<file path="src/rtl/spi_master_fifo.sv">
// rtl/spi_master_fifo.sv - memory-mapped SPI master with TX/RX FIFOs, SS hold and RX interrupt
module spi_master_fifo #(
   parameter int DATA_W     = 8,
   parameter int FIFO_DEPTH = 4,
   parameter int NUM_SS     = 2,
   parameter int DIV_W      = 8
) (
   input  logic              clk,
   input  logic              rst,
   input  logic [15:0]       d_in,
   input  logic              cs,
   input  logic [3:0]        addr,
   input  logic              rd,
   input  logic              wr,
   output logic [15:0]       d_out,
   output logic              irq,
   input  logic              miso,
   output logic              mosi,
   output logic              sck,
   output logic [NUM_SS-1:0] ss
);
   localparam int AW = $clog2(FIFO_DEPTH);
   localparam int TW = $clog2(2 * DATA_W + 1);
   localparam logic [TW-1:0] LAST_TOG = TW'(2 * DATA_W - 1);

   typedef enum logic [1:0] {IDLE, SETUP, SHIFT, TAIL} state_t;
   state_t state, state_nxt;

   logic              en, cpol, cpha, hold, ie;
   logic [2:0]        ss_sel;
   logic [DIV_W-1:0]  div;
   logic              tx_ovf, rx_ovf;

   logic [DATA_W-1:0] tx_mem [FIFO_DEPTH];
   logic [DATA_W-1:0] rx_mem [FIFO_DEPTH];
   logic [AW:0]       tx_wp, tx_rp, rx_wp, rx_rp;

   logic              l_cpha;
   logic [DIV_W-1:0]  l_div, hp_cnt;
   logic [TW-1:0]     tog_cnt;
   logic [DATA_W-1:0] tx_sr, rx_sr;

   logic bus_wr, bus_rd, clr_flags;
   logic tx_empty, tx_full, rx_empty, rx_full;
   logic tx_req, tx_push, tx_pop, rx_push, rx_pop;
   logic tick, load, toggle, finish, leading, last;
   logic [DATA_W-1:0] tx_head, rx_head;
   logic [15:0] rd_data;
   logic unused_d_in;

   assign bus_wr    = cs && wr;
   assign bus_rd    = cs && rd;
   assign clr_flags = bus_wr && (addr == 4'h2) && d_in[8];
   assign unused_d_in = ^d_in;

   assign tx_empty = (tx_wp == tx_rp);
   assign tx_full  = (tx_wp[AW] != tx_rp[AW]) && (tx_wp[AW-1:0] == tx_rp[AW-1:0]);
   assign rx_empty = (rx_wp == rx_rp);
   assign rx_full  = (rx_wp[AW] != rx_rp[AW]) && (rx_wp[AW-1:0] == rx_rp[AW-1:0]);
   assign tx_head  = tx_mem[tx_rp[AW-1:0]];
   assign rx_head  = rx_mem[rx_rp[AW-1:0]];

   // A full FIFO still accepts a push when the same edge pops a slot.
   assign tx_req  = bus_wr && (addr == 4'h0);
   assign tx_pop  = load;
   assign tx_push = tx_req && (!tx_full || tx_pop);
   assign rx_pop  = bus_rd && (addr == 4'h4) && !rx_empty;
   assign rx_push = finish && (!rx_full || rx_pop);

   assign tick    = (hp_cnt == l_div);
   assign leading = !tog_cnt[0];
   assign last    = (tog_cnt == LAST_TOG);

   function automatic logic [NUM_SS-1:0] ss_decode(input logic [2:0] sel);
      ss_decode = '1;
      for (int i = 0; i < NUM_SS; i++)
         if (sel == 3'(i)) ss_decode[i] = 1'b0;
   endfunction

   always_comb begin
      state_nxt = state;
      load      = 1'b0;
      toggle    = 1'b0;
      finish    = 1'b0;
      case (state)
         IDLE: if (en && !tx_empty) begin
            load      = 1'b1;
            state_nxt = SETUP;
         end
         SETUP: if (tick) state_nxt = SHIFT;
         SHIFT: if (tick) begin
            toggle = 1'b1;
            if (last) state_nxt = TAIL;
         end
         TAIL: if (tick) begin
            finish = 1'b1;
            if (hold && en && !tx_empty) begin
               load      = 1'b1;
               state_nxt = SETUP;
            end else begin
               state_nxt = IDLE;
            end
         end
         default: state_nxt = IDLE;
      endcase
   end

   always_ff @(posedge clk or negedge rst) begin
      if (!rst) state <= IDLE;
      else      state <= state_nxt;
   end

   always_ff @(posedge clk or negedge rst) begin
      if (!rst) begin
         sck     <= 1'b0;
         mosi    <= 1'b0;
         ss      <= '1;
         l_cpha  <= 1'b0;
         l_div   <= '0;
         hp_cnt  <= '0;
         tog_cnt <= '0;
         tx_sr   <= '0;
         rx_sr   <= '0;
      end else begin
         if (load || state == IDLE || tick) hp_cnt <= '0;
         else                                hp_cnt <= hp_cnt + DIV_W'(1);

         if (load) begin
            // Mode, divider and slave are frozen per word; mid-word CTRL/DIV writes wait.
            sck     <= cpol;
            ss      <= ss_decode(ss_sel);
            l_cpha  <= cpha;
            l_div   <= div;
            tog_cnt <= '0;
            tx_sr   <= tx_head;
            if (!cpha) mosi <= tx_head[DATA_W-1];
         end else begin
            if (finish) ss <= '1;
            if (state == IDLE) sck <= cpol;
            if (toggle) begin
               sck     <= ~sck;
               tog_cnt <= tog_cnt + TW'(1);
               if (l_cpha ? leading : (!leading && !last)) begin
                  mosi  <= l_cpha ? tx_sr[DATA_W-1] : tx_sr[DATA_W-2];
                  tx_sr <= {tx_sr[DATA_W-2:0], 1'b0};
               end
               if (l_cpha ? !leading : leading)
                  rx_sr <= {rx_sr[DATA_W-2:0], miso};
            end
         end
      end
   end

   always_comb begin
      rd_data = '0;
      case (addr)
         4'h2: rd_data[7:0] = {ss_sel, ie, hold, cpha, cpol, en};
         4'h4: if (!rx_empty) rd_data[DATA_W-1:0] = rx_head;
         4'h6: rd_data[6:0] = {rx_ovf, tx_ovf, rx_full, rx_empty, tx_full, tx_empty, state != IDLE};
         4'h8: rd_data[DIV_W-1:0] = div;
         default: ;
      endcase
   end

   always_ff @(posedge clk or negedge rst) begin
      if (!rst) begin
         {en, cpol, cpha, hold, ie} <= '0;
         ss_sel <= '0;
         div    <= '0;
         tx_ovf <= 1'b0;
         rx_ovf <= 1'b0;
         tx_wp  <= '0;
         tx_rp  <= '0;
         rx_wp  <= '0;
         rx_rp  <= '0;
         d_out  <= '0;
         irq    <= 1'b0;
      end else begin
         if (bus_wr && addr == 4'h2) begin
            en     <= d_in[0];
            cpol   <= d_in[1];
            cpha   <= d_in[2];
            hold   <= d_in[3];
            ie     <= d_in[4];
            ss_sel <= d_in[7:5];
         end
         if (bus_wr && addr == 4'h8) div <= d_in[DIV_W-1:0];
         tx_ovf <= (tx_ovf && !clr_flags) || (tx_req && !tx_push);
         rx_ovf <= (rx_ovf && !clr_flags) || (finish && !rx_push);
         if (tx_push) tx_wp <= tx_wp + 1'b1;
         if (tx_pop)  tx_rp <= tx_rp + 1'b1;
         if (rx_push) rx_wp <= rx_wp + 1'b1;
         if (rx_pop)  rx_rp <= rx_rp + 1'b1;
         if (bus_rd)  d_out <= rd_data;
         irq <= ie && !rx_empty;
      end
   end

   always_ff @(posedge clk) begin
      if (tx_push) tx_mem[tx_wp[AW-1:0]] <= d_in[DATA_W-1:0];
      if (rx_push) rx_mem[rx_wp[AW-1:0]] <= rx_sr;
   end
endmodule

</file>
<file path="config.mk">
export PLATFORM = sky130hd
export DESIGN_NAME = spi_master_fifo
export DESIGN_NICKNAME = d
export VERILOG_FILES = /design/src/rtl/spi_master_fifo.sv
export SDC_FILE = /design/constraint.sdc
export NUM_CORES = 1
export LEC_CHECK = 0
export CAP_MARGIN = 20
export CORE_MARGIN = 4
export CORE_UTILIZATION = 40
export DETAILED_ROUTE_END_ITERATION = 12
export HOLD_SLACK_MARGIN = 0.05
export PLACE_DENSITY_LB_ADDON = 0.1
export SETUP_SLACK_MARGIN = 0.1
export SLEW_MARGIN = 25
export SYNTH_ARGS = -nofsm -noshare
export SYNTH_HDL_FRONTEND = slang
export SYNTH_SLANG_ARGS = --single-unit
export TNS_END_PERCENT = 5
</file>
<file path="constraint.sdc">
create_clock -name clk -period 3.35 [get_ports clk]
set_clock_uncertainty 0.1 [all_clocks]
set_input_delay 0.335 -clock clk [delete_from_list [all_inputs] [get_ports clk]]
set_output_delay 0.335 -clock clk [all_outputs]
set_load 0.01 [all_outputs]
</file>
==> results.py <==
metrics = {
    "clock_network": {
        "cts_sinks": 147,
        "cts.htree.levels": 4,
        "clkTransAtPathRegs_ns": 0.06,
        "cts_tree": "built",
        "cts_buffer_depth": 2,
        "clk_latency_ns": 0.42,
        "cts_resized": 0,
        "cts-root-buf": "clkbuf_16",
        "cts-buffers-inserted": 17,
    },
    "synthesis": {
        "syn-mean-instance-area_um2": 14.6,
        "synth_edf_count": 64,
        "yosysUniqueCellTypes": 54,
        "netlist_area_um2": 6530,
        "yosysWarnings": 0,
        "ys_ff_latch": 147,
        "syn_inst": 447,
        "synthArstFlopShare_pct": 56.5,
        "ys_seq_area_share_pct": 61.3,
        "synthFlopType": "dfrtp_1",
    },
    "timing": {
        "rsz0062_at_grt": "false",
        "finalHoldViolCount": 0,
        "max_freq_mhz": 343,
        "slew_headroom_pct": 54.6,
        "setup_slack_ns": 0.434,
        "fin_tns_setup_ns": 0,
        "min_period_ns": 2.92,
        "drv_slew": 0,
        "setup_viol": 0,
        "post-route-period-util_pct": 87.0,
        "worstMarginPinSlew_ns": 0.681,
        "whs_ns": 0.395,
    },
    "floorplanning": {
        "ioPinCount": 47,
        "die_area_um2": 18400,
        "die_h_um": 136,
        "die_x_um": 136,
        "rows": 46,
        "start_util_pct": 40.9,
        "core_area_um2": 15900,
    },
    "critical_path": {
        "worst-endpoint-required_ns": 3.30,
        "crit_chain": "xor2_1 > nor4_4 > nand3_2 > a211o_4 > a21oi_4 > and2_1",
        "worst_r2r_path_depth": 6,
        "endpoint": "tx_mem[1][1]",
        "worstSetupPathType": "flip-flop to flip-flop",
        "cp_slowest_cell": "and2_1",
        "cp_max_fo": 8,
        "crit_start": "hp_cnt[5]",
        "worstPathArrival_ns": 2.86,
        "reg2reg_slack_ns": 0.43,
        "reg2reg_to": "tx_mem[1][1]",
        "startpoint_type": "flip-flop",
        "timing.rr.start": "hp_cnt[5]",
        "slowest_delay_ns": 0.48,
        "cp-end-kind": "flip-flop",
    },
    "placement": {
        "place_ws_ns": 0.387,
        "dp_hpwl_um": 9170,
        "place.gp.congestion": 0.757,
        "io_buffer_count": 31,
    },
    "route": {
        "drt-initial-drc-count": 238,
        "routed_via_density": 5.09,
        "drtPass1Iterations": 4,
        "drc_errors": 0,
        "wl_um": 13100,
        "avgRoutedWirePerCell_um": 18.2,
        "vias": 3684,
        "antenna_left": 0,
    },
    "final_layout": {
        "fillers": 1419,
        "diodes": 0,
        "multi_input_area_um2": 2370,
        "drive_gt1_share_pct": 22.8,
        "syn2layout_area_growth_pct": 17.7,
        "seqCellArea_um2": 4000,
        "fin_nets": 538,
    },
    "global_route": {
        "globalRouteTotalUtil_pct": 15.3,
        "grt_pass1_vias": 3680,
        "gr-total-overflow": 0,
        "grt_pass1_wl_um": 21100,
        "grt_max_degree": 54,
        "antenna_found_initial": 0,
    },
    "hold_path": {
        "hold_class": "flip-flop to flip-flop",
        "holdPathStages": 1,
    },
    "power_and_ir_drop": {
        "total_leakage_power_uw": 0.00315,
        "peakVddDrop_uv": 416,
        "cellPowerDensity_nw_per_um2": 802,
    },
    "job": {
        "max_cap_viol_count": 0,
    },
    "outcome": {
        "outcome": "finished, final reports clean",
    },
}
critical path, delay by kind of cell, from the launching register on:
kind             cells  cell delay, ns
flip-flops           1            0.42
XOR/XNOR             1            0.20
AND/OR/NAND/NOR      3            1.12
AO/OA/AOI/OAI        2            0.69
per-layer routing:
metal	vias up	share of wire, %	track usage [%]
met5	-	0	0
met3	9	4.1	4.01
li1	1725	-	-
met4	0	0.87	3.86
met1	1879	49	22.7
met2	71	46	22.5
stage by stage:
step / area, um2 / utilization [%] / cells / total power [uW]
floorplan: 6550 / - / 454 / 3830
global placement: 7090 / 44.5 / 691 / 4310
detailed placement: 7090 / 44.5 / 691 / 4350
CTS: 7680 / 48.2 / 724 / 6240
global route: 7680 / 48.2 / 724 / 6520
finish: 7680 / 48.2 / 724 / 6160
state kept, by name, summed over array words and instances, names as in the netlist, 5 cells and up:
| signal | flops |
|---|---|
| tx_sr | 8 |
| l_div | 8 |
| hp_cnt | 8 |
| tog_cnt | 5 |
| rx_sr | 8 |
| d_out | 8 |
| rx_mem | 32 |
| tx_mem | 32 |
| div | 8 |
cell families after synthesis:
family,share of synthesized area (%)
simple gates,8.42
mux,13.9
xor+xnor,4.29
fa+ha+maj,3.26
compound gates,5.89
flops,61.3
buf+inv,2.86
other cells,0.0575
layout by cell type (no fill, tap or decap), types with 10 or more instances in the layout:
cell / count
nor2_1: 27
nand2_1: 30
inv_1: 10
buf_4: 14
mux4_2: 16
edfxtp_1: 64
xnor2_1: 12
xor2_1: 20
clkbuf_16: 18
clkdlybuf4s50_1: 30
dfrtp_1: 81
mux2_2: 29
ha_1: 17
o21ai_0: 12
cell type report:
class | count | area share (%)
Sequential cell | 147 | 52.1
Multi-Input combinational cell | 274 | 30.9
Inverter | 10 | 0.489
Tap cell | 216 | 3.52
Timing Repair Buffer | 45 | 5.41
Clock buffer | 21 | 6.14
Clock inverter | 11 | 1.48
Yosys cell counts (all sizes together) (11+ instances only):
| cell type | number | share of area [%] |
|---|---|---|
| buf | 18 | 2.0 |
| ha | 17 | 3.3 |
| edfxtp | 64 | 29 |
| nand3 | 11 | 1.0 |
| nor2 | 27 | 1.6 |
| xnor2 | 12 | 1.6 |
| xor2 | 20 | 2.7 |
| dfrtp | 81 | 31 |
| nand2 | 30 | 1.7 |
| o21ai | 13 | 1.0 |
| mux4 | 16 | 5.5 |
| mux2 | 38 | 7.0 |
worst min-delay path by stage:
stage	from	to	slack, ns
6_report	tx_wp[2]	tx_wp[2]	0.40
5_1_grt	tx_wp[2]	tx_wp[2]	0.41
4_1_cts	ss_sel[0]	ss[1]	0.39
3_5_place_dp	rst	tx_sr[3]	0.32
3_3_place_gp	rst	tx_sr[3]	0.32
2_1_floorplan	rst	cpha	-0.06
power breakdown:
part	internal, uW	switching, uW	total, uW
Clock	1100	762	1870
Sequential	2270	328	2600
Combinational	833	863	1700
what timing repair did:
item                                   CTS  global route
endpoints found under the hold margin   49             0
setup buffers                            0             0
hold buffers                             1             0
(Power assumes the default switching activity.)
